**src/rtl/seg7_pkg.sv**
```systemverilog
// Shared definitions for the 7-segment scan controller: scan states,
// digit width and the all-off digit select.
package seg7_pkg;

    localparam int unsigned DIGIT_W    = 4;
    localparam int unsigned MAX_DIGITS = 8;

    localparam logic [MAX_DIGITS-1:0] BLANK_SEL = '0;

    typedef enum logic [1:0] {
        ST_IDLE  = 2'd0,
        ST_GUARD = 2'd1,
        ST_DRIVE = 2'd2
    } scan_state_e;

endpackage

```
**src/rtl/seg7_scan_ctrl_if.sv**
```systemverilog
// Core-facing bundle of the scan controller: enable, register-file write
// port and the display outputs toward the shared seg7 decoder.
interface seg7_scan_ctrl_if #(
    parameter int unsigned NUM_DIGITS = 4
);
    localparam int unsigned AW = (NUM_DIGITS > 1) ? $clog2(NUM_DIGITS) : 1;

    logic                         en;
    logic                         wr_en;
    logic [AW-1:0]                wr_addr;
    logic [seg7_pkg::DIGIT_W-1:0] wr_data;
    logic [seg7_pkg::DIGIT_W-1:0] digit_value;
    logic [NUM_DIGITS-1:0]        digit_sel;
    logic [AW-1:0]                scan_idx;
    logic                         frame_done;

    modport master (
        output en, wr_en, wr_addr, wr_data,
        input  digit_value, digit_sel, scan_idx, frame_done
    );

    modport slave (
        input  en, wr_en, wr_addr, wr_data,
        output digit_value, digit_sel, scan_idx, frame_done
    );

endinterface

```
**src/rtl/seg7_scan_timer.sv**
```systemverilog
// Phase counter for the scan sequencer with clear/increment and
// terminal-count flags for the guard and dwell intervals.
module seg7_scan_timer #(
    parameter int unsigned DWELL_CYC = 10000,
    parameter int unsigned GUARD_CYC = 16
) (
    input  logic clk,
    input  logic rst,
    input  logic clr,
    input  logic inc,
    output logic guard_tc_c,
    output logic dwell_tc_c
);
    localparam int unsigned MAX_CYC = (DWELL_CYC > GUARD_CYC) ? DWELL_CYC : GUARD_CYC;
    localparam int unsigned CW      = (MAX_CYC > 1) ? $clog2(MAX_CYC) : 1;

    logic [CW-1:0] cnt;

    // Clear wins over increment so every new phase starts at zero
    always_ff @(posedge clk) begin
        if (rst || clr) begin
            cnt <= '0;
        end else if (inc) begin
            cnt <= cnt + CW'(1);
        end
    end

    assign guard_tc_c = (cnt == CW'(GUARD_CYC - 1));
    assign dwell_tc_c = (cnt == CW'(DWELL_CYC - 1));

endmodule

```
**src/rtl/seg7_scan_ctrl.sv**
```systemverilog
// Time-multiplexed 7-segment scan controller: digit register file, guard/drive
// sequencing and one-hot select. Define SEG7_SCAN_LZB_EN for leading-zero blanking.
module seg7_scan_ctrl
    import seg7_pkg::*;
#(
    parameter int unsigned NUM_DIGITS = 4,
    parameter int unsigned DWELL_CYC  = 10000,
    parameter int unsigned GUARD_CYC  = 16
) (
    input  logic            clk,
    input  logic            rst,
    seg7_scan_ctrl_if.slave bus
);
    localparam int unsigned AW = (NUM_DIGITS > 1) ? $clog2(NUM_DIGITS) : 1;
    localparam logic [NUM_DIGITS-1:0] SEL_BLANK = BLANK_SEL[NUM_DIGITS-1:0];

    scan_state_e           state, state_nxt;
    logic [DIGIT_W-1:0]    regs    [NUM_DIGITS];
    logic [DIGIT_W-1:0]    regs_wf [NUM_DIGITS];
    logic [DIGIT_W-1:0]    cur_val_c;
    logic [AW-1:0]         scan_idx, scan_idx_nxt;
    logic [NUM_DIGITS-1:0] digit_sel, digit_sel_nxt;
    logic [DIGIT_W-1:0]    digit_value, digit_value_nxt;
    logic                  frame_done, frame_done_nxt;
    logic                  wr_ok_c, last_digit_c, lz_blank_c;
    logic                  guard_tc_c, dwell_tc_c, cnt_clr_c, cnt_inc_c;

    assign wr_ok_c      = bus.wr_en && (32'(bus.wr_addr) < NUM_DIGITS);
    assign last_digit_c = (scan_idx == AW'(NUM_DIGITS - 1));

    // Write-first view of the register file, so a write on the latch edge is displayed
    always_comb begin
        cur_val_c = '0;
        for (int i = 0; i < NUM_DIGITS; i++) begin
            regs_wf[i] = regs[i];
            if (wr_ok_c && (bus.wr_addr == AW'(i))) begin
                regs_wf[i] = bus.wr_data;
            end
            if (scan_idx == AW'(i)) begin
                cur_val_c = regs_wf[i];
            end
        end
    end

`ifdef SEG7_SCAN_LZB_EN
    // Blank when this digit and every more-significant digit are zero; digit 0 always shows
    always_comb begin
        lz_blank_c = (scan_idx != '0);
        for (int i = 0; i < NUM_DIGITS; i++) begin
            if ((AW'(i) >= scan_idx) && (regs_wf[i] != '0)) begin
                lz_blank_c = 1'b0;
            end
        end
    end
`else
    assign lz_blank_c = 1'b0;
`endif

    always_ff @(posedge clk) begin
        if (rst) begin
            for (int i = 0; i < NUM_DIGITS; i++) begin
                regs[i] <= '0;
            end
        end else begin
            for (int i = 0; i < NUM_DIGITS; i++) begin
                regs[i] <= regs_wf[i];
            end
        end
    end

    seg7_scan_timer #(
        .DWELL_CYC (DWELL_CYC),
        .GUARD_CYC (GUARD_CYC)
    ) u_timer (
        .clk        (clk),
        .rst        (rst),
        .clr        (cnt_clr_c),
        .inc        (cnt_inc_c),
        .guard_tc_c (guard_tc_c),
        .dwell_tc_c (dwell_tc_c)
    );

    assign cnt_clr_c = (state_nxt != state);
    assign cnt_inc_c = (state != ST_IDLE);

    always_ff @(posedge clk) begin
        if (rst) begin
            state       <= ST_IDLE;
            scan_idx    <= '0;
            digit_sel   <= SEL_BLANK;
            digit_value <= '0;
            frame_done  <= 1'b0;
        end else begin
            state       <= state_nxt;
            scan_idx    <= scan_idx_nxt;
            digit_sel   <= digit_sel_nxt;
            digit_value <= digit_value_nxt;
            frame_done  <= frame_done_nxt;
        end
    end

    // Next-state and next-output logic; dropping en aborts to IDLE from any state
    always_comb begin
        state_nxt       = state;
        scan_idx_nxt    = scan_idx;
        digit_sel_nxt   = digit_sel;
        digit_value_nxt = digit_value;
        frame_done_nxt  = 1'b0;
        if (!bus.en) begin
            state_nxt     = ST_IDLE;
            scan_idx_nxt  = '0;
            digit_sel_nxt = SEL_BLANK;
        end else begin
            case (state)
                ST_IDLE: begin
                    state_nxt = ST_GUARD;
                end
                ST_GUARD: begin
                    if (guard_tc_c) begin
                        state_nxt       = ST_DRIVE;
                        digit_value_nxt = cur_val_c;
                        digit_sel_nxt   = lz_blank_c ? SEL_BLANK : (NUM_DIGITS'(1) << scan_idx);
                    end
                end
                ST_DRIVE: begin
                    if (dwell_tc_c) begin
                        state_nxt      = ST_GUARD;
                        digit_sel_nxt  = SEL_BLANK;
                        frame_done_nxt = last_digit_c;
                        scan_idx_nxt   = last_digit_c ? '0 : scan_idx + AW'(1);
                    end
                end
                default: begin
                    state_nxt     = ST_IDLE;
                    scan_idx_nxt  = '0;
                    digit_sel_nxt = SEL_BLANK;
                end
            endcase
        end
    end

    assign bus.digit_value = digit_value;
    assign bus.digit_sel   = digit_sel;
    assign bus.scan_idx    = scan_idx;
    assign bus.frame_done  = frame_done;

endmodule

```
**src/flat_wrapper.sv**
```systemverilog
// flat-port wrapper written by rule: the top's interface ports become plain ports
module seg7_scan_ctrl_flat import seg7_pkg::*;
#(
    parameter int unsigned NUM_DIGITS = 4,
    parameter int unsigned DWELL_CYC  = 10000,
    parameter int unsigned GUARD_CYC  = 16
)
  (clk, rst, bus_en, bus_wr_en, bus_wr_addr, bus_wr_data, bus_digit_value, bus_digit_sel, bus_scan_idx, bus_frame_done);
  seg7_scan_ctrl_if #(.NUM_DIGITS(NUM_DIGITS)) bus_i ();
  input  logic clk;
  input  logic rst;
  input wire logic [$bits(bus_i.en)-1:0] bus_en;
  input wire logic [$bits(bus_i.wr_en)-1:0] bus_wr_en;
  input wire logic [$bits(bus_i.wr_addr)-1:0] bus_wr_addr;
  input wire logic [$bits(bus_i.wr_data)-1:0] bus_wr_data;
  output wire logic [$bits(bus_i.digit_value)-1:0] bus_digit_value;
  output wire logic [$bits(bus_i.digit_sel)-1:0] bus_digit_sel;
  output wire logic [$bits(bus_i.scan_idx)-1:0] bus_scan_idx;
  output wire logic [$bits(bus_i.frame_done)-1:0] bus_frame_done;
  assign bus_i.en = bus_en;
  assign bus_i.wr_en = bus_wr_en;
  assign bus_i.wr_addr = bus_wr_addr;
  assign bus_i.wr_data = bus_wr_data;
  assign bus_digit_value = bus_i.digit_value;
  assign bus_digit_sel = bus_i.digit_sel;
  assign bus_scan_idx = bus_i.scan_idx;
  assign bus_frame_done = bus_i.frame_done;
  seg7_scan_ctrl #(.NUM_DIGITS(NUM_DIGITS), .DWELL_CYC(DWELL_CYC), .GUARD_CYC(GUARD_CYC)) u_core (.clk(clk), .rst(rst), .bus(bus_i));
endmodule
```
**config.mk**
```make
export PLATFORM = sky130hd
export DESIGN_NAME = seg7_scan_ctrl_flat
export DESIGN_NICKNAME = d
export VERILOG_FILES = /design/src/rtl/seg7_pkg.sv /design/src/rtl/seg7_scan_ctrl_if.sv /design/src/rtl/seg7_scan_timer.sv /design/src/rtl/seg7_scan_ctrl.sv /design/src/flat_wrapper.sv
export SDC_FILE = /design/constraint.sdc
export NUM_CORES = 1
export LEC_CHECK = 0
export BUFFER_PORTS_ARGS = -buffer_cell sky130_fd_sc_hd__buf_4
export CELL_PAD_IN_SITES_DETAIL_PLACEMENT = 0
export CELL_PAD_IN_SITES_GLOBAL_PLACEMENT = 1
export CORE_MARGIN = 2
export CORE_UTILIZATION = 40
export CTS_CLUSTER_DIAMETER = 30
export DETAILED_ROUTE_END_ITERATION = 6
export PLACE_DENSITY = 0.75
export SYNTH_ARGS = -nofsm -noshare
export SYNTH_HDL_FRONTEND = slang
export SYNTH_HIERARCHICAL = 1
export SYNTH_SLANG_ARGS = --single-unit
```
**constraint.sdc**
```tcl
create_clock -name clk -period 2.8 [get_ports clk]
set_input_delay 0.84 -clock clk [delete_from_list [all_inputs] [get_ports clk]]
set_output_delay 0.84 -clock clk [all_outputs]
set_load 0.005 [all_outputs]
```
==> impl_metrics.csv <==
group,metric,value,unit
logic_synthesis,synth.lib_cells_used.distinct,48,
logic_synthesis,asyncSetResetFlopFracSynth,0,%
worst_hold_path,hold_path.class,"flip-flop to flip-flop",
grt,grtUsageMet2,24.1,%
critical_path,crit-reg2reg-launch,"u_core/u_timer/cnt[4]",
pwr,power.leakage,0.919,nW
logic_synthesis,synth-seq-area-share,41.0,%
cells_and_area,layoutNonFillerInstCount,317,
pwr,finalPower,0.00108,W
sta,min_period_over_period,92.6,%
cells_and_area,layout_commonest_cell,"sky130_fd_sc_hd__dfxtp_1",
placement,port_buffers,20,
floorplan,initial_utilization,41.4,%
sta,rsz0062_at_grt,"no",
critical_path,timing.critical_path.slowest_cell_delay,0.51,ns
critical_path,crit_slowest_cell,"sky130_fd_sc_hd__or4_1",
critical_path,reg2reg_setup_slack,0.21,ns
sta,max_clock_freq,386,MHz
cells_and_area,flow.area_growth_from_synthesis,14.7,%
cells_and_area,num-nets-final,261,
routing,iteration_count_of_the_initial_detailed_routing_pass,4,
sta,timing.final.setup_violations,0,
floorplan,floorplan.die_area,0.00585,mm^2
floorplan,core-area,0.00507,mm^2
critical_path,critical_path.cell_chain,"or4_1 -> or4_4 -> nor3_2 -> nor2b_1 -> a21oi_1 -> nor2_1 -> a31oi_2 -> nor2_1 -> nand2_1 -> mux2i_1",
routing,detail_route.wl_per_cell,14.1,um
placement,post-place-ws,0.133,ns
logic_synthesis,synth.ff_latch_count,43,
sta,worst_slack,0.208,ns
routing,postRouteAntennaNets,0,
cells_and_area,multi_input_comb_area,0.00119,mm^2
routing,initialDrtViolationCount,51,
logic_synthesis,post_synth_xor_area_fraction,1.67,%
run_status,run_status,"completed",
grt,grt.met3_usage,4.50,%
critical_path,rr_worst_depth,10,
logic_synthesis,syn_area,0.00210,mm^2
grt,antenna_found_initial,0,
clock_tree,cts.path.max_buffers,2,
critical_path,critical_path_peak_fanout,6,
clock_tree,clock_latency,0.29,ns
floorplan,floorplan.rows,26,
logic_synthesis,synth_largest_area_cell,"sky130_fd_sc_hd__dfxtp_1",
critical_path,timing_worst_setup_path_type,"flip-flop to flip-flop",
clock_tree,clkTransAtPathRegs,0.08,ns
logic_synthesis,mappedNetlistNets,241,
sta,fin_tns_setup,0,ns
cells_and_area,layout.filler_cells,521,
clock_tree,cts.htree.levels,2,
logic_synthesis,syn_avg_cell_area,9.30,um^2
logic_synthesis,synth_fa_ha_area_share,2.98,%
logic_synthesis,synth_simple_gate_area_share,27.9,%
logic_synthesis,synthesis.yosys.warnings,6,
cells_and_area,area.sequential,861,um^2
clock_tree,clock_sink_count,43,
routing,vias,1692,
routing,via_per_inst,5.34,
logic_synthesis,synthTopCellsByArea,"sky130_fd_sc_hd__dfxtp_1, sky130_fd_sc_hd__mux2i_1, sky130_fd_sc_hd__nor2_1",
critical_path,endpoint,"u_core/u_timer/cnt[13]",
critical_path,crit_path_start_kind,"flip-flop",
floorplan,floorplan.die.height,76.5,um
clock_tree,cts.repair_timing.setup_buffer_count,0,
logic_synthesis,complex_gate_fraction_of_the_synthesized_area,14.1,%
logic_synthesis,post_synth_inst_count,226,
placement,rd_place_congestion,0.713,
logic_synthesis,synth_top_area_share,41.0,%
logic_synthesis,synth_top_family_by_area,"simple AND/OR/NAND/NOR gates",
grt,overall_global_routing_usage,16.5,%
placement,dp_hpwl,3200,um
cells_and_area,final_design_area_no_fill,0.00241,mm^2
pwr,powerDensity,447,mW/mm^2
cells_and_area,post_route_cells_drive_above_1_share,19.0,%
logic_synthesis,synth.mux.area_fraction,9.65,%
sta,finalCriticalPeriod,2.59,ns
grt,gr-usage-met1,23.4,%
floorplan,die_x,76.5,um
critical_path,cp-end-kind,"flip-flop",
floorplan,floorplan.io_pins,21,
placement,place_inst,309,
clock_tree,tritoncts,"done",
grt,grt_first_pass_wirelength,7850,um
clock_tree,cts_buffers,5,
logic_synthesis,synth_edf_count,0,
grt,first_global_vias,1592,
grt,gr-total-overflow,0,
routing,finalWirelength,4470,um
clock_tree,cts.hold.buffers_added,0,
clock_tree,clk_root_buffer_cell,"sky130_fd_sc_hd__clkbuf_8",
sta,fin_worst_skew,0.00725,ns
cells_and_area,antenna_cells,0,
critical_path,critPathArrivalTime,2.76,ns
logic_synthesis,ys_flop_type,"sky130_fd_sc_hd__dfxtp_1",
job,cap_viol_max_count,0,
sta,timing_max_transition_violations_final,0,
sta,worst_case_headroom_to_the_max_slew_limit,73.0,%
cells_and_area,mostFrequentLayoutCells,"sky130_fd_sc_hd__dfxtp_1, sky130_fd_sc_hd__nor2_1, sky130_fd_sc_hd__buf_4",
grt,global_route.peak_usage_layer,"met2",
sta,finalHoldViolations,0,
placement,placed_area,0.00232,mm^2
routing,detail_route.drc_violations,0,
critical_path,r2r-end,"u_core/u_timer/cnt[13]",
critical_path,crit_path_start,"u_core/u_timer/cnt[4]",
critical_path,cp_data_required_time,2.97,ns
critical_path,worst_path_most_repeated_cell,"sky130_fd_sc_hd__nor2_1",
pwr,vdd_ir_drop_max,0.218,mV
sta,tightest_slew,0.394,ns
grt,grt_max_degree,29,
-- power by group --
| group | switching, W | total [W] | internal, W |
|---|---|---|---|
| Sequential | 0.00000526 | 0.000625 | 0.000620 |
| Clock | 0.000202 | 0.000377 | 0.000175 |
| Combinational | 0.0000419 | 0.0000751 | 0.0000332 |
-- worst min-delay path by stage --
stage,startpoint,to,slack [ns],depth (start not counted)
3_5_place_dp,u_core/bus.digit_sel[3],u_core/bus.digit_sel[3],0.45,2
2_1_floorplan,u_core/u_timer/cnt[13],u_core/u_timer/cnt[13],0.44,2
3_3_place_gp,u_core/bus.digit_sel[3],u_core/bus.digit_sel[3],0.45,2
6_report,u_core/bus.digit_sel[0],u_core/bus.digit_sel[0],0.46,2
4_1_cts,u_core/bus.digit_sel[1],u_core/bus.digit_sel[1],0.47,2
5_1_grt,u_core/bus.digit_sel[0],u_core/bus.digit_sel[0],0.48,2
-- synthesized netlist by cell type (2+ instances only) --
cell type and count:
sky130_fd_sc_hd__a2111oi_0 2, sky130_fd_sc_hd__a211o_1 2, sky130_fd_sc_hd__a211oi_1 2, sky130_fd_sc_hd__a21oi_1 13, sky130_fd_sc_hd__a221oi_2 2, sky130_fd_sc_hd__a22o_1 2, sky130_fd_sc_hd__a22oi_1 3, sky130_fd_sc_hd__and4_1 2
sky130_fd_sc_hd__buf_2 2, sky130_fd_sc_hd__clkbuf_1 8, sky130_fd_sc_hd__dfxtp_1 43, sky130_fd_sc_hd__ha_1 5, sky130_fd_sc_hd__inv_1 5, sky130_fd_sc_hd__mux2_2 5, sky130_fd_sc_hd__mux2i_1 12, sky130_fd_sc_hd__nand2_1 14
sky130_fd_sc_hd__nand2b_1 2, sky130_fd_sc_hd__nand3_1 7, sky130_fd_sc_hd__nand3b_1 3, sky130_fd_sc_hd__nand4_1 5, sky130_fd_sc_hd__nand4b_1 5, sky130_fd_sc_hd__nor2_1 26, sky130_fd_sc_hd__nor2b_1 10, sky130_fd_sc_hd__nor3b_1 2
sky130_fd_sc_hd__nor4_1 5, sky130_fd_sc_hd__o21a_1 2, sky130_fd_sc_hd__o21ai_0 3, sky130_fd_sc_hd__o31ai_1 2, sky130_fd_sc_hd__o41ai_2 2, sky130_fd_sc_hd__or2_2 3, sky130_fd_sc_hd__or3_1 5, sky130_fd_sc_hd__or4_1 4
sky130_fd_sc_hd__xor2_1 3
-- routing by layer --
metal,share of wire [%],vias up
met5,0,-
met4,1.3,0
met3,3.9,6
met2,42,26
met1,53,796
li1,-,864
-- layout make-up --
cell class                 instances  area share (%)
sequential                        43            35.7
clock inverter                     1           0.208
tap                               70            3.64
inverter                           5           0.779
multi-input combinational        168            49.3
clock buffer                       7            3.17
timing repair buffer              23            7.17
-- kinds of logic (layout without fill, tap and decap cells) --
| logic type | count (synthesis) | count (layout) |
|---|---|---|
| AND/OR/NAND/NOR | 101 | 101 |
| flip-flops | 43 | 43 |
| AO/OA/AOI/OAI | 39 | 39 |
| multiplexers | 19 | 19 |
| buffers and inverters | 15 | 36 |
| adder cells (fa/ha/maj) | 5 | 5 |
| XOR/XNOR | 4 | 4 |
-- worst max-delay path, delay by kind of cell, from the launching register on --
family,cells,cell delay (ns)
AO/OA/AOI/OAI,2,0.42
AND/OR/NAND/NOR,7,1.65
multiplexers,1,0.06
flip-flops,1,0.34
-- registers in the layout (all words and copies together) (netlist names) --
register                flops
u_core/regs                16
u_core/bus.digit_sel        4
u_core/u_timer/cnt         14
u_core/bus.scan_idx         2
u_core/bus.digit_value      4
u_core/state                2
u_core/bus.frame_done       1
-- per-stage QoR --
step	util (%)	hold slack [ns]
3_3_place_gp	45.7	0.449
2_1_floorplan	-	0.443
3_5_place_dp	45.7	0.450
6_report	47.5	0.459
4_1_cts	47.3	0.465
5_1_grt	47.5	0.477
-- what timing repair did --
action,CTS,global route
setup endpoints to repair,0,14
hold endpoints to repair,0,0
gates resized for setup,0,1
(Power assumes the default switching activity.)
